===== config.mk =====
export PLATFORM = sky130hd
export DESIGN_NAME = fpga_top
export DESIGN_NICKNAME = d
export VERILOG_FILES = /design/src/rtl/fpga_top.sv
export SDC_FILE = /design/constraint.sdc
export NUM_CORES = 1
export LEC_CHECK = 0
export BUFFER_PORTS_ARGS = -buffer_cell sky130_fd_sc_hd__buf_2
export CAP_MARGIN = 40
export CELL_PAD_IN_SITES_DETAIL_PLACEMENT = 0
export CELL_PAD_IN_SITES_GLOBAL_PLACEMENT = 1
export CORE_MARGIN = 3
export CORE_UTILIZATION = 51
export DETAILED_ROUTE_END_ITERATION = 16
export PLACE_DENSITY_LB_ADDON = 0.15
export SLEW_MARGIN = 20
export SYNTH_ARGS = -nofsm -noshare
export SYNTH_HDL_FRONTEND = slang
export SYNTH_SLANG_ARGS = --single-unit
export TNS_END_PERCENT = 50

===== constraint.sdc =====
create_clock -name clk -period 4.3 [get_ports clk]
set_clock_uncertainty 0.05 [all_clocks]
set_input_delay 1.075 -clock clk [delete_from_list [all_inputs] [get_ports clk]]
set_output_delay 1.075 -clock clk [all_outputs]
set_load 0.005 [all_outputs]

===== src/rtl/fpga_top.sv =====
// FPGA top: registered GPIO loopback, a sequencer that sends "Hello\n" over an 8N1 UART
// and then latches an exit code, plus an independent UART receiver driving output_pins2.
module fpga_top #(
  parameter int BAUD_DIV    = 16,
  parameter int START_DELAY = 8
) (
  input  logic       clk,
  input  logic       n_rst,
  input  logic [7:0] input_pins,
  output logic [7:0] output_pins,
  input  logic [7:0] input_pins2,
  output logic [7:0] output_pins2,
  output logic [7:0] output_pins3,
  output logic       output_pins3_update,
  output logic [7:0] output_pins4,
  output logic       output_pins4_update,
  input  logic       rxd,
  output logic       txd,
  input  logic       cts,
  output logic       rts,
  output logic       n_tx_en
);

  localparam logic [2:0] S_WAIT   = 3'd0;
  localparam logic [2:0] S_SEND   = 3'd1;
  localparam logic [2:0] S_TXWAIT = 3'd2;
  localparam logic [2:0] S_DONE   = 3'd3;
  localparam logic [2:0] S_HALT   = 3'd4;

  localparam logic [1:0] R_IDLE  = 2'd0;
  localparam logic [1:0] R_START = 2'd1;
  localparam logic [1:0] R_DATA  = 2'd2;
  localparam logic [1:0] R_STOP  = 2'd3;

  localparam logic [15:0] BAUD_LAST = 16'(BAUD_DIV - 1);
  localparam logic [15:0] BAUD_PRE  = 16'(BAUD_DIV - 2);
  localparam logic [15:0] BAUD_HALF = 16'(BAUD_DIV / 2 - 1);
  localparam logic [31:0] WAIT_LAST = (START_DELAY > 0) ? 32'(START_DELAY - 1) : 32'd0;

  function automatic logic [7:0] msg_char(input logic [2:0] i);
    case (i)
      3'd0:    msg_char = 8'h48;
      3'd1:    msg_char = 8'h65;
      3'd2:    msg_char = 8'h6C;
      3'd3:    msg_char = 8'h6C;
      3'd4:    msg_char = 8'h6F;
      default: msg_char = 8'h0A;
    endcase
  endfunction

  logic [2:0]  state;
  logic [2:0]  idx;
  logic [31:0] wait_cnt;

  logic        tx_busy;
  logic [3:0]  tx_bit;
  logic [15:0] tx_cnt;
  logic [7:0]  tx_shift;
  logic        tx_last;
  logic        tx_near_end;
  logic        tx_ready;
  logic        tx_start;

  logic        rx_sync1;
  logic        rx_sync2;
  logic        rx_prev;
  logic [1:0]  rx_state;
  logic [15:0] rx_cnt;
  logic [2:0]  rx_bit;
  logic [7:0]  rx_shift;
  logic        rx_load;

  // The sequencer leaves TXWAIT one cycle before the stop bit ends and the transmitter
  // accepts a new frame in its final stop cycle, so characters go out back to back.
  assign tx_last     = tx_busy && (tx_bit == 4'd9) && (tx_cnt == BAUD_LAST);
  assign tx_near_end = tx_busy && (tx_bit == 4'd9) && (tx_cnt == BAUD_PRE);
  assign tx_ready    = !tx_busy || tx_last;
  assign tx_start    = (state == S_SEND) && !cts && tx_ready;

  always_ff @(posedge clk or negedge n_rst) begin
    if (!n_rst) begin
      output_pins <= 8'h00;
      rts         <= 1'b1;
    end else begin
      output_pins <= input_pins;
      rts         <= 1'b0;
    end
  end

  always_ff @(posedge clk or negedge n_rst) begin
    if (!n_rst) begin
      state               <= S_WAIT;
      idx                 <= 3'd0;
      wait_cnt            <= 32'd0;
      output_pins3        <= 8'h00;
      output_pins3_update <= 1'b0;
      output_pins4        <= 8'h00;
      output_pins4_update <= 1'b0;
    end else begin
      output_pins3_update <= 1'b0;
      output_pins4_update <= 1'b0;
      case (state)
        S_WAIT: begin
          if (wait_cnt == WAIT_LAST) state <= S_SEND;
          else wait_cnt <= wait_cnt + 32'd1;
        end
        S_SEND: begin
          if (tx_start) begin
            output_pins3        <= msg_char(idx);
            output_pins3_update <= 1'b1;
            state               <= S_TXWAIT;
          end
        end
        S_TXWAIT: begin
          if (tx_near_end) begin
            if (idx == 3'd5) begin
              state <= S_DONE;
            end else begin
              idx   <= idx + 3'd1;
              state <= S_SEND;
            end
          end
        end
        S_DONE: begin
          output_pins4        <= input_pins2;
          output_pins4_update <= 1'b1;
          state               <= S_HALT;
        end
        S_HALT:  state <= S_HALT;
        default: state <= S_WAIT;
      endcase
    end
  end

  // Bit 0 is the start bit, 1..8 data, 9 stop; ones shifted in make the stop bit fall out.
  always_ff @(posedge clk or negedge n_rst) begin
    if (!n_rst) begin
      tx_busy  <= 1'b0;
      tx_bit   <= 4'd0;
      tx_cnt   <= 16'd0;
      tx_shift <= 8'hFF;
      txd      <= 1'b1;
      n_tx_en  <= 1'b1;
    end else if (tx_start) begin
      tx_busy  <= 1'b1;
      tx_bit   <= 4'd0;
      tx_cnt   <= 16'd0;
      tx_shift <= msg_char(idx);
      txd      <= 1'b0;
      n_tx_en  <= 1'b0;
    end else if (tx_busy) begin
      if (tx_cnt == BAUD_LAST) begin
        tx_cnt <= 16'd0;
        if (tx_bit == 4'd9) begin
          tx_busy <= 1'b0;
          txd     <= 1'b1;
          n_tx_en <= 1'b1;
        end else begin
          tx_bit   <= tx_bit + 4'd1;
          txd      <= tx_shift[0];
          tx_shift <= {1'b1, tx_shift[7:1]};
        end
      end else begin
        tx_cnt <= tx_cnt + 16'd1;
      end
    end
  end

  // A start edge is confirmed at mid start bit; the byte is committed a cycle after a good stop.
  always_ff @(posedge clk or negedge n_rst) begin
    if (!n_rst) begin
      rx_sync1     <= 1'b1;
      rx_sync2     <= 1'b1;
      rx_prev      <= 1'b1;
      rx_state     <= R_IDLE;
      rx_cnt       <= 16'd0;
      rx_bit       <= 3'd0;
      rx_shift     <= 8'h00;
      rx_load      <= 1'b0;
      output_pins2 <= 8'h00;
    end else begin
      rx_sync1 <= rxd;
      rx_sync2 <= rx_sync1;
      rx_prev  <= rx_sync2;
      rx_load  <= 1'b0;
      if (rx_load) output_pins2 <= rx_shift;
      case (rx_state)
        R_IDLE: begin
          if (rx_prev && !rx_sync2) begin
            rx_state <= R_START;
            rx_cnt   <= 16'd0;
          end
        end
        R_START: begin
          if (rx_cnt == BAUD_HALF) begin
            rx_cnt <= 16'd0;
            rx_bit <= 3'd0;
            rx_state <= rx_sync2 ? R_IDLE : R_DATA;
          end else begin
            rx_cnt <= rx_cnt + 16'd1;
          end
        end
        R_DATA: begin
          if (rx_cnt == BAUD_LAST) begin
            rx_cnt   <= 16'd0;
            rx_shift <= {rx_sync2, rx_shift[7:1]};
            if (rx_bit == 3'd7) rx_state <= R_STOP;
            else rx_bit <= rx_bit + 3'd1;
          end else begin
            rx_cnt <= rx_cnt + 16'd1;
          end
        end
        default: begin
          if (rx_cnt == BAUD_LAST) begin
            rx_cnt   <= 16'd0;
            rx_load  <= rx_sync2;
            rx_state <= R_IDLE;
          end else begin
            rx_cnt <= rx_cnt + 16'd1;
          end
        end
      endcase
    end
  end

endmodule


==> Yosys cells after proc, flatten, opt, wreduce, memory -nomap -nowiden <==
Index checks and enable logic that the tools add are counted.
{ "word_totals": {"rom_bits": 0, "ff_bits": 137, "in_bits": 20, "memories": 0, "wordCells": 139, "ramBits": 0, "output_inout_bits": 37, "latch_bits": 0} }
{ "op_classes": {"n_bitwise": 2, "multipliers": 0, "n_shift": 0, "mux": 49, "add_sub_neg": 6, "n_eq_ne": 27, "n_div": 0, "magnitude_cmp": 0, "n_reduce_logical": 31} }
{ "ops": {"columns": ["operator", "n"], "rows": [
  ["16-bit 2-to-1 mux", 6],
  ["16-bit by 4-bit == test with 1-bit output (second input constant)", 3],
  ["16-bit by 1-bit adder with 16-bit output (second input constant)", 2],
  ["32-bit by 1-bit adder with 32-bit output (second input constant)", 1],
  ["32-bit by 3-bit == test with 1-bit output (second input constant)", 1],
  ["8-bit 2-to-1 mux", 4],
  ["16-bit one-hot mux with 2 select lines", 1],
  ["7-bit one-hot mux with 4 select lines", 1],
  ["3-bit 2-to-1 mux", 6],
  ["2-bit != test (second input constant)", 9],
  ["1-bit 2-to-1 mux", 17],
  ["16-bit by 3-bit == test with 1-bit output (second input constant)", 1],
  ["4-bit 2-to-1 mux", 4],
  ["2-bit 2-to-1 mux", 7],
  ["3-bit by 2-bit == test with 1-bit output (second input constant)", 4],
  ["3-bit == test (second input constant)", 4],
  ["3-bit one-hot mux with 4 select lines", 1],
  ["3-bit AND reduction", 4],
  ["2-bit AND reduction", 4],
  ["2-bit nonzero test", 4],
  ["3-bit by 1-bit adder with 3-bit output (second input constant)", 2],
  ["3-bit by 1-bit == test with 1-bit output (second input constant)", 2],
  ["1-bit logical AND", 6],
  ["3-bit logical NOT", 2],
  ["15 further kinds", 19]
]} }

==> Logic depth before layout (Yosys ltp) <==
Gate-level depths: netlist of the first run.
{ "depth": {"ltp_word": 7, "ltp_mapped": 8, "mapped_depth_nobuf": 7} }

==> Worst setup path after synthesis of the first run <==
OpenSTA, ideal clock, no wires.
{ "synth_path": {"path_type": "input port to flip-flop", "start": "input cts", "end": "register tx_cnt[8]", "arrival_time_ns": 2.363, "path_slack_ns": 1.766, "path_buffers": 0, "required_time_ns": 4.129, "path_stages": 5, "cell_sequence": "or4b_1 a211oi_1 nand3_1 xor2_1 nor2_1"} }
{ "synth_via": {"elab_chain_cells": 4} }
{ "synth_rtl": {"columns": ["item", "line_no", "rtl"], "rows": [
  ["from (decl)", "19", "input logic cts,"],
  ["1-bit logical NOT (*)", "78", "assign tx_start = (state == S_SEND) && !cts && tx_ready;"],
  ["1-bit logical AND (*) (2 in series)", "78", null],
  ["16-bit 2-to-1 mux / 2-bit nonzero test (equally long branches)", null, null],
  ["to (signal assigned)", "164", "tx_cnt <= tx_cnt + 16'd1;"],
  ["to (decl)", "57", "logic [15:0] tx_cnt;"]
]} }
Every way passes the cells marked *; elsewhere a longest branch is shown, timed or not.
A chain may end at the register's enable or synchronous reset.

==> Worst setup path after layout of the first run <==
{ "layout_path": {"start": "input cts", "end": "register tx_bit[1]"} }
{ "layout_via": {"elab_chain_cells": 5} }
{ "layout_rtl": {"columns": ["item", "line_no", "rtl"], "rows": [
  ["1-bit logical NOT (*)", "78", null],
  ["1-bit logical AND (*) (2 in series)", "78", null],
  ["2-bit != test (no source line) / 2-bit nonzero test (equally long branches)", null, null],
  ["3-bit AND reduction (no source line)", null, null],
  ["to (signal assigned)", "159", "tx_bit <= tx_bit + 4'd1;"],
  ["to (decl)", "56", "logic [3:0] tx_bit;"]
]} }
Marks and branches as above.

==> flow_metrics.env, run 1 <==
export IMPL_outcome="finished clean"
export IMPL_grt_overflow=0
export IMPL_drt_wl_total_um=11900
export IMPL_fin_setup_tns_ns=0
export IMPL_antenna_found_initial=0
export IMPL_cts_path_max_buffers=2
export IMPL_synthFlopType="dfrtp_1"
export IMPL_finalHoldViolations=0
export IMPL_fin_util_pct=61.7
export IMPL_area_growth_pct=16.1
export IMPL_grt_pass1_vias=4410
export IMPL_grtUsageTotal_pct=19.3
export IMPL_postCtsSetupBuffers=0
export IMPL_crit_type="input pin to flop"
export IMPL_drtPass1Iterations=4
export IMPL_crit_path_max_fanout=17
export IMPL_cts_tree="built"
export IMPL_p_per_area_nw_per_um2=428
export IMPL_dieArea_um2=13500
export IMPL_cts_hold_buffers=0
export IMPL_syn_mean_instance_area_um2=10.7
export IMPL_worstPathRequired_ns=4.56
export IMPL_yosysUniqueCellTypes=65
export IMPL_yosysWarnings=0
export IMPL_syn_area_um2=6200
export IMPL_die_w_um=116
export IMPL_cap_viol_max_count=0
export IMPL_wl_per_cell_um=15.0
export IMPL_rsz0062_at_grt="no"
export IMPL_worstMarginPinSlew_ns=0.856
export IMPL_p_leak_uw=0.00336
export IMPL_layout_commonest_cell="dfrtp_1"
export IMPL_ys_seq_area_share_pct=54.4
export IMPL_die_h_um=116
export IMPL_final_antenna_net_count=0
export IMPL_arrival_ns=2.94
export IMPL_vias=4401
export IMPL_grt_start_max_net_pins=66
export IMPL_globalplace_congestion=0.781
export IMPL_portBuffers=54
export IMPL_place_detailed_hpwl_um=8040
export IMPL_numCtsBuffers=17
export IMPL_final_nets=669
export IMPL_cts_htree_levels=4
export IMPL_grt_pass1_wl_um=20700
export IMPL_ioPinCount=57
export IMPL_clock_sinks=134
export IMPL_fmax_mhz=374
export IMPL_clkTransAtPathRegs_ns=0.06
export IMPL_drv_slew=0
export IMPL_setup_viol=0
export IMPL_vias_per_cell=5.54
export IMPL_ys_async_sr_fraction_pct=100
export IMPL_drive_above_1_share_pct=21.8
export IMPL_max_vdd_ir_drop_mv=0.305
export IMPL_layout_common_cells="120 x dfrtp_1, 75 x nand2_1, 53 x buf_2, 50 x nor2_1, 32 x xnor2_1"
export IMPL_clkLatencyLatePin_ns=0.41
export IMPL_finalCriticalPeriod_ns=2.67
export IMPL_maxSlewHeadroom_pct=41.5
export IMPL_cp_end_kind="flop"
export IMPL_cts_resized=0
export IMPL_post_route_period_util_pct=62.2
export IMPL_fill_cells=963
export IMPL_core_area_um2=11700
export IMPL_start_util_pct=53.2
export IMPL_cts_root_buf="clkbuf_16"
export IMPL_hp_class="flop to flop"
export IMPL_drtIter0Drc=252
export IMPL_critPathLaunchType="input pin"
export IMPL_synth_edf_count=0
export IMPL_synth_seq_cells=134
export IMPL_finalPower_uw=3080
export IMPL_antennaDiodeCount=0
export IMPL_fin_hold_ws_ns=0.310
export IMPL_synth_cells=582
export IMPL_drc_errors=0
export IMPL_rows=39
-- cells by family (layout without fill, tap and decap cells) --
logic type,Yosys count,in the layout,synth area share (%)
xor gates and xnor gates,57,57,8.05
AOI/OAI and AO/OA,73,73,7.91
and+or+nand+nor,243,243,19.9
DFF,134,134,54.4
adders and majority gates,11,11,2.22
muxes,27,27,4.90
buffers and inverters,36,103,2.60
other,1,3,0.0605
-- stage by stage --
stage | worst slack [ns] | cells | instance area, µm²
final | 1.63 | 794 | 7200
after global routing | 1.45 | 794 | 7200
after CTS | 1.61 | 794 | 7200
after detailed placement | 1.19 | 762 | 6610
after global placement | 1.23 | 761 | 6580
after floorplan | 1.77 | 584 | 6210
-- state kept, by name, indices dropped and copies added (netlist names), 2 cells and up --
signal and flops:
output_pins2 8, output_pins4 8, output_pins 8, output_pins3 5, idx 3, rx_bit 3, rx_state 2, state 3
tx_bit 4, tx_cnt 16, wait_cnt 32, rx_cnt 16, rx_shift 8, tx_shift 8
-- cells in the mapped netlist, types with 4 or more instances --
library cell | number | area [µm²]
xor2_1 | 25 | 219
nor2_1 | 50 | 188
or3_1 | 6 | 37.5
and3_1 | 12 | 75.1
buf_2 | 6 | 30.0
nor4_1 | 10 | 62.6
o21ai_0 | 24 | 120
a21oi_1 | 11 | 55.1
mux2_2 | 23 | 259
dfstp_2 | 14 | 368
and4_1 | 5 | 43.8
nor3_1 | 9 | 45.0
inv_1 | 10 | 37.5
a31oi_1 | 7 | 43.8
ha_1 | 11 | 138
and2_1 | 4 | 25.0
xnor2_1 | 32 | 280
dfrtp_1 | 120 | 3000
nand4_1 | 22 | 138
nand2_1 | 75 | 282
or4_4 | 4 | 45.0
clkbuf_1 | 13 | 48.8
a22o_1 | 6 | 52.6
nand3_1 | 26 | 130
-- where the power goes --
| part | internal (µW) | total, µW | switching, µW |
|---|---|---|---|
| Sequential | 1310 | 1390 | 79.6 |
| Combinational | 101 | 240 | 139 |
| Clock | 938 | 1450 | 513 |
| Total | 2350 | 3080 | 732 |
-- final cells by class --
class	count	area (µm²)	area share [%]
Sequential cell	134	3370	46.8
Clock inverter	9	125	1.74
Inverter	13	48.8	0.678
Timing Repair Buffer	58	327	4.54
Clock buffer	23	468	6.50
Tap cell	143	179	2.49
Multi-Input combinational cell	414	2680	37.2
-- critical path, cell delays in order --
cell and delay (ns):
buf_2 0.10, or4b_1 0.72, nor2_1 0.29, or2_2 0.37, a21oi_1 0.11, a311oi_1 0.26
-- final timing paths --
kind / from / endpoint / slack, ns / depth (start not counted)
min reg2reg: rx_sync1$_DFF_PN1_ / rx_sync2$_DFF_PN1_ / 0.31 / 0
max reg2reg: tx_cnt[4]$_DFFE_PN0P_ / idx[1]$_DFFE_PN0P_ / 1.83 / 5
max: cts / tx_bit[1]$_DFFE_PN0P_ / 1.63 / 6
max in group asynchronous: n_rst / tx_shift[5]$_DFFE_PN1P_ / 2.72 / 3
min in group asynchronous: n_rst / rx_state[0]$_DFFE_PN0P_ / 0.51 / 1
min: rx_sync1$_DFF_PN1_ / rx_sync2$_DFF_PN1_ / 0.31 / 0
-- metal layers --
layer / part of all wire [%] / up-vias / GRT usage (%)
met5: 0 / - / 0
met4: 1.5 / 0 / 7.04
met3: 4.0 / 19 / 5.03
met2: 46 / 91 / 30.3
met1: 48 / 2136 / 26.1
li1: - / 2155 / -
No activity file was read; power rests on OpenSTA's default activity.
==> run 2: changes to the inputs <==
- CORE_UTILIZATION: 51 -> 47
- clock period: 4.3 -> 2.7 ns (I/O delays scaled with it)
==> flow_metrics.env, run 2 (synthesized netlist as in run 1, its figures left out) <==
export IMPL_postCtsSetupBuffers=0
export IMPL_grt_pass1_vias=4436
export IMPL_clkTransAtPathRegs_ns=0.05
export IMPL_seqPwrFrac_pct=44.5
export IMPL_worstPathRequired_ns=2.95
export IMPL_area_growth_pct=18.3
export IMPL_grtUsageTotal_pct=18.7
export IMPL_antennaDiodeCount=0
export IMPL_clkPwrFrac_pct=47.6
export IMPL_finalCriticalPeriod_ns=2.46
export IMPL_cts_tree="built"
export IMPL_layout_commonest_cell="dfrtp_1"
export IMPL_place_ws_ns=0.255
export IMPL_max_stage_delay_ns=0.56
export IMPL_regMostFlops="wait_cnt"
export IMPL_cts_resized=0
export IMPL_antenna_found_initial=0
export IMPL_vias_per_cell=5.43
export IMPL_rows=41
export IMPL_wl_per_cell_um=15.2
export IMPL_comb_power_share_pct=7.9
export IMPL_drtIter0Drc=386
export IMPL_cts_htree_levels=4
export IMPL_clock_sinks=134
export IMPL_placed_area_um2=6730
export IMPL_die_w_um=121
export IMPL_rsz0062_at_grt="no"
export IMPL_die_h_um=121
export IMPL_fmax_mhz=407
export IMPL_finalPower_uw=4990
export IMPL_p_int_uw=3840
export IMPL_finalHoldViolations=0
export IMPL_cp_slowest_cell="or4_4"
export IMPL_drtPass1Iterations=5
export IMPL_p_per_area_nw_per_um2=680
export IMPL_cts_root_buf="clkbuf_16"
export IMPL_start_util_pct=48.5
export IMPL_place_detailed_hpwl_um=8720
export IMPL_drv_slew=0
export IMPL_design_area_um2=7340
export IMPL_dieArea_um2=14600
export IMPL_fin_ws_ns=0.241
export IMPL_numCtsBuffers=17
export IMPL_setup_viol=0
export IMPL_cts_path_max_buffers=2
export IMPL_p_leak_uw=0.00343
export IMPL_drc_errors=0
export IMPL_final_antenna_net_count=0
export IMPL_ioPinCount=57
export IMPL_hp_class="input pin to asynchronous set/reset pin"
export IMPL_crit_path_max_fanout=6
export IMPL_layout_common_cells="120 x dfrtp_1, 75 x nand2_1, 53 x buf_2, 50 x nor2_1, 32 x xnor2_1"
export IMPL_reg_largest_list="wait_cnt x32, rx_cnt x16, tx_cnt x16"
export IMPL_drt_wl_total_um=12700
export IMPL_arrival_ns=2.71
export IMPL_cp_end_kind="flop"
export IMPL_fin_setup_tns_ns=0
export IMPL_grt_pass1_wl_um=21500
export IMPL_portBuffers=54
export IMPL_cts_hold_buffers=0
export IMPL_globalplace_congestion=0.777
export IMPL_cap_viol_max_count=0
export IMPL_p_switching_uw=1150
export IMPL_vias=4535
export IMPL_worstMarginPinSlew_ns=0.605
export IMPL_outcome="finished clean"
export IMPL_largest_reg_flops=32
export IMPL_cp_cell_sequence="or4_4, or3_1, nor3_2, nand3_2, mux2_4"
export IMPL_max_vdd_ir_drop_mv=0.675
export IMPL_multiInputGateArea_um2=2680
export IMPL_grt_overflow=0
export IMPL_fill_cells=1134
export IMPL_seq_area_um2=3370
export IMPL_post_route_period_util_pct=91.1
export IMPL_maxSlewHeadroom_pct=59.7
export IMPL_grt_start_max_net_pins=65
export IMPL_final_nets=681
export IMPL_critPathLaunchType="flop"
export IMPL_clkLatencyLatePin_ns=0.42
export IMPL_crit_type="flop to flop"
export IMPL_fin_util_pct=57.4
export IMPL_switching_share_pct=23.1
export IMPL_core_area_um2=12800
export IMPL_drive_above_1_share_pct=22.8
==> run 2: changes by cell type in the layout (fill, tap and decap cells not counted), sizes merged <==
cell,delta
buf,+12
clkinv,-4
clkinvlp,-2
clkbuf,+6
==> run 2: power by group through the flow <==
stage / sequential (µW) / clock [µW] / combinational (µW)
3_3_place_gp: 2250 / 0 / 385
3_5_place_dp: 2250 / 0 / 399
5_1_grt: 2240 / 2520 / 455
6_report: 2220 / 2370 / 395
4_1_cts: 2220 / 2420 / 398
2_1_floorplan: 2180 / 0 / 317
==> run 2: final cells by class <==
type / instances / share of cell area (%)
clock inverters: 3 / 1.23
inverters: 13 / 0.665
clock buffers: 29 / 7.10
well taps: 172 / 2.93
repair buffers: 70 / 5.58
multi-input cells: 414 / 36.6
flip-flops and latches: 134 / 45.9
==> run 2: path summary, 6_finish.rpt <==
kind | from | end | slack, ns | cells past startpoint
setup / recovery | tx_cnt[4]$_DFFE_PN0P_ | idx[1]$_DFFE_PN0P_ | 0.24 | 5
hold / removal | n_rst | rx_shift[0]$_DFFE_PN0P_ | 0.20 | 1
setup reg to reg | tx_cnt[4]$_DFFE_PN0P_ | idx[1]$_DFFE_PN0P_ | 0.24 | 5
hold reg to reg | rx_sync1$_DFF_PN1_ | rx_sync2$_DFF_PN1_ | 0.31 | 0
max in group asynchronous | n_rst | rts$_DFF_PN1_ | 1.62 | 2
min in group clk | rx_sync1$_DFF_PN1_ | rx_sync2$_DFF_PN1_ | 0.31 | 0
==> run 2: critical path, delay by kind of cell, from the launching register on <==
family | cells | cell delay (ns)
multiplexers | 1 | 0.32
AND/OR/NAND/NOR | 4 | 1.54
flip-flops | 1 | 0.43
==> run 2: through the flow <==
| stage | hold slack [ns] | instances |
|---|---|---|
| 2_1_floorplan | 0.295 | 584 |
| 3_3_place_gp | 0.300 | 803 |
| 3_5_place_dp | 0.299 | 803 |
| 4_1_cts | 0.222 | 835 |
| 5_1_grt | 0.244 | 835 |
| 6_report | 0.205 | 835 |
==> run 2: routing by layer <==
layer | share of wire (%) | up-vias | track usage (%)
li1 | - | 2174 | -
met1 | 47 | 2216 | 25.1
met2 | 45 | 116 | 28.0
met3 | 5.1 | 29 | 5.22
met4 | 2.7 | 0 | 8.92
met5 | 0 | - | 0
==> run 3: changes to the inputs <==
==> constraint.sdc (replaced) <==
create_clock -name clk -period 2.6 [get_ports clk]
set_clock_uncertainty 0.05 [all_clocks]
set_input_delay 0.26 -clock clk [delete_from_list [all_inputs] [get_ports clk]]
set_output_delay 0.26 -clock clk [all_outputs]
set_load 0.005 [all_outputs]
==> flow_metrics.env, run 3 (synthesized netlist as in run 1, its figures left out) <==
export IMPL_worstMarginPinSlew_ns=0.584
export IMPL_die_w_um=121
export IMPL_grt_use_met2_pct=28.9
export IMPL_final_antenna_net_count=0
export IMPL_max_stage_delay_ns=0.57
export IMPL_multiInputGateArea_um2=2690
export IMPL_antennaDiodeCount=0
export IMPL_regMostFlops="wait_cnt"
export IMPL_fin_hold_ws_ns=0.312
export IMPL_cts_tree="built"
export IMPL_antenna_found_initial=0
export IMPL_area_growth_pct=21.9
export IMPL_critical_path_startpoint="tx_cnt[4]$_DFFE_PN0P_"
export IMPL_grtUsageTotal_pct=18.9
export IMPL_cp_cell_sequence="or4_4, or3_1, nor3_2, nand3_2, mux2_4"
export IMPL_cts_path_max_buffers=2
export IMPL_critPathLaunchType="flop"
export IMPL_start_util_pct=48.5
export IMPL_arrival_ns=2.72
export IMPL_max_vdd_ir_drop_mv=0.405
export IMPL_hp_class="flop to flop"
export IMPL_crit_family="simple AND/OR/NAND/NOR gates"
export IMPL_largest_reg_flops=32
export IMPL_p_int_uw=4060
export IMPL_fin_setup_tns_ns=0
export IMPL_drtPass1Iterations=5
export IMPL_ioPinCount=57
export IMPL_place_detailed_hpwl_um=8520
export IMPL_grt_pass1_vias=4527
export IMPL_seqPwrFrac_pct=43.7
export IMPL_finalHoldViolations=0
export IMPL_drtIter0Drc=318
export IMPL_fmax_mhz=405
export IMPL_vias_per_cell=5.40
export IMPL_vias=4602
export IMPL_setup_viol=0
export IMPL_final_nets=699
export IMPL_drt_wl_total_um=12500
export IMPL_layout_commonest_cell="dfrtp_1"
export IMPL_finalCriticalPeriod_ns=2.47
export IMPL_clkPwrFrac_pct=48.1
export IMPL_regToRegStartpoint="tx_cnt[4]$_DFFE_PN0P_"
export IMPL_drive_above_1_share_pct=23.1
export IMPL_worstHoldStart="rx_sync1$_DFF_PN1_"
export IMPL_top_usage_layer="met2"
export IMPL_grt_start_max_net_pins=63
export IMPL_rsz0062_at_grt="no"
export IMPL_grt_pass1_wl_um=21800
export IMPL_comb_power_share_pct=8.2
export IMPL_fill_cells=1050
export IMPL_die_h_um=121
export IMPL_cp_slowest_cell="or4_4"
export IMPL_reg_largest_list="wait_cnt x32, rx_cnt x16, tx_cnt x16"
export IMPL_design_area_um2=7560
export IMPL_maxSlewHeadroom_pct=61.1
export IMPL_numCtsBuffers=17
export IMPL_placed_area_um2=6730
export IMPL_outcome="finished clean"
export IMPL_cts_htree_levels=4
export IMPL_drc_errors=0
export IMPL_p_leak_uw=0.00352
export IMPL_globalplace_congestion=0.798
export IMPL_p_per_area_nw_per_um2=699
export IMPL_cap_viol_max_count=0
export IMPL_core_area_um2=12800
export IMPL_wl_per_cell_um=14.7
export IMPL_cts_root_buf="clkbuf_16"
export IMPL_worst_path_buf_inv=0
export IMPL_crit_type="flop to flop"
export IMPL_clkLatencyLatePin_ns=0.42
export IMPL_portBuffers=54
export IMPL_seq_area_um2=3370
export IMPL_postCtsSetupBuffers=0
export IMPL_gr_usage_met3_pct=5.69
export IMPL_drv_slew=0
export IMPL_clock_sinks=134
export IMPL_crit_path_max_fanout=6
export IMPL_p_switching_uw=1220
export IMPL_cp_end_kind="flop"
export IMPL_rows=41
export IMPL_grtUsageMet1_pct=25.8
export IMPL_clkTransAtPathRegs_ns=0.05
export IMPL_worstPathRequired_ns=2.85
export IMPL_grt_overflow=0
export IMPL_post_route_period_util_pct=95.0
export IMPL_dieArea_um2=14600
export IMPL_layout_common_cells="120 x dfrtp_1, 75 x nand2_1, 53 x buf_2, 50 x nor2_1, 32 x xnor2_1"
export IMPL_switching_share_pct=23.2
[run 3: per-stage QoR]
stage	util [%]	worst slack [ns]	instances	power (µW)
after global routing	59.2	0.0351	853	5510
final	59.2	0.130	853	5280
after global placement	52.6	0.207	803	2740
after floorplan	-	0.389	584	2590
after CTS	59.1	0.121	853	5330
after detailed placement	52.6	0.154	803	2760
[run 3: power by group through the flow]
stage	combinational (µW)	clock, µW	sequential (µW)
after floorplan	329	0	2260
after global placement	408	0	2330
after detailed placement	422	0	2330
after CTS	444	2590	2300
after global routing	499	2690	2320
final	435	2540	2310
[run 3: worst register-to-register path, delay by kind of cell (launching register included)]
| kind | cells | cell delay (ns) |
|---|---|---|
| simple gates | 4 | 1.55 |
| mux | 1 | 0.32 |
| flops | 1 | 0.44 |
[run 3: area by class of cell]
cell class / count / share of cell area, %
clock buffer: 26 / 7.00
clock inverter: 6 / 1.47
inverter: 13 / 0.695
multi-input combinational: 414 / 35.6
sequential: 134 / 44.6
tap: 172 / 2.85
timing repair buffer: 88 / 7.80
[run 3: path summary, 6_finish.rpt]
check	endpoint	slack, ns	depth (start not counted)
worst max register to register	idx[1]$_DFFE_PN0P_	0.13	5
min in group asynchronous	rx_bit[2]$_DFFE_PN0P_	0.36	2
worst max-delay path	idx[1]$_DFFE_PN0P_	0.13	5
worst min-delay path	rx_sync2$_DFF_PN1_	0.31	0
max in group asynchronous	rx_prev$_DFF_PN1_	1.41	3
worst min register to register	rx_sync2$_DFF_PN1_	0.31	0
[run 3: what timing repair did]
item / CTS / global route
endpoints found under the hold margin: 67 / 0
resized for setup: 0 / 2
setup endpoints to repair: 0 / 3
hold buffers: 18 / 0
[run 3: metal layers]
| layer | vias up | wire length (µm) | part of all wire, % |
|---|---|---|---|
| met2 | 100 | 5900 | 47 |
| li1 | 2208 | - | - |
| met4 | 0 | 153 | 1.2 |
| met5 | - | 0 | 0 |
| met3 | 17 | 582 | 4.6 |
| met1 | 2277 | 5910 | 47 |
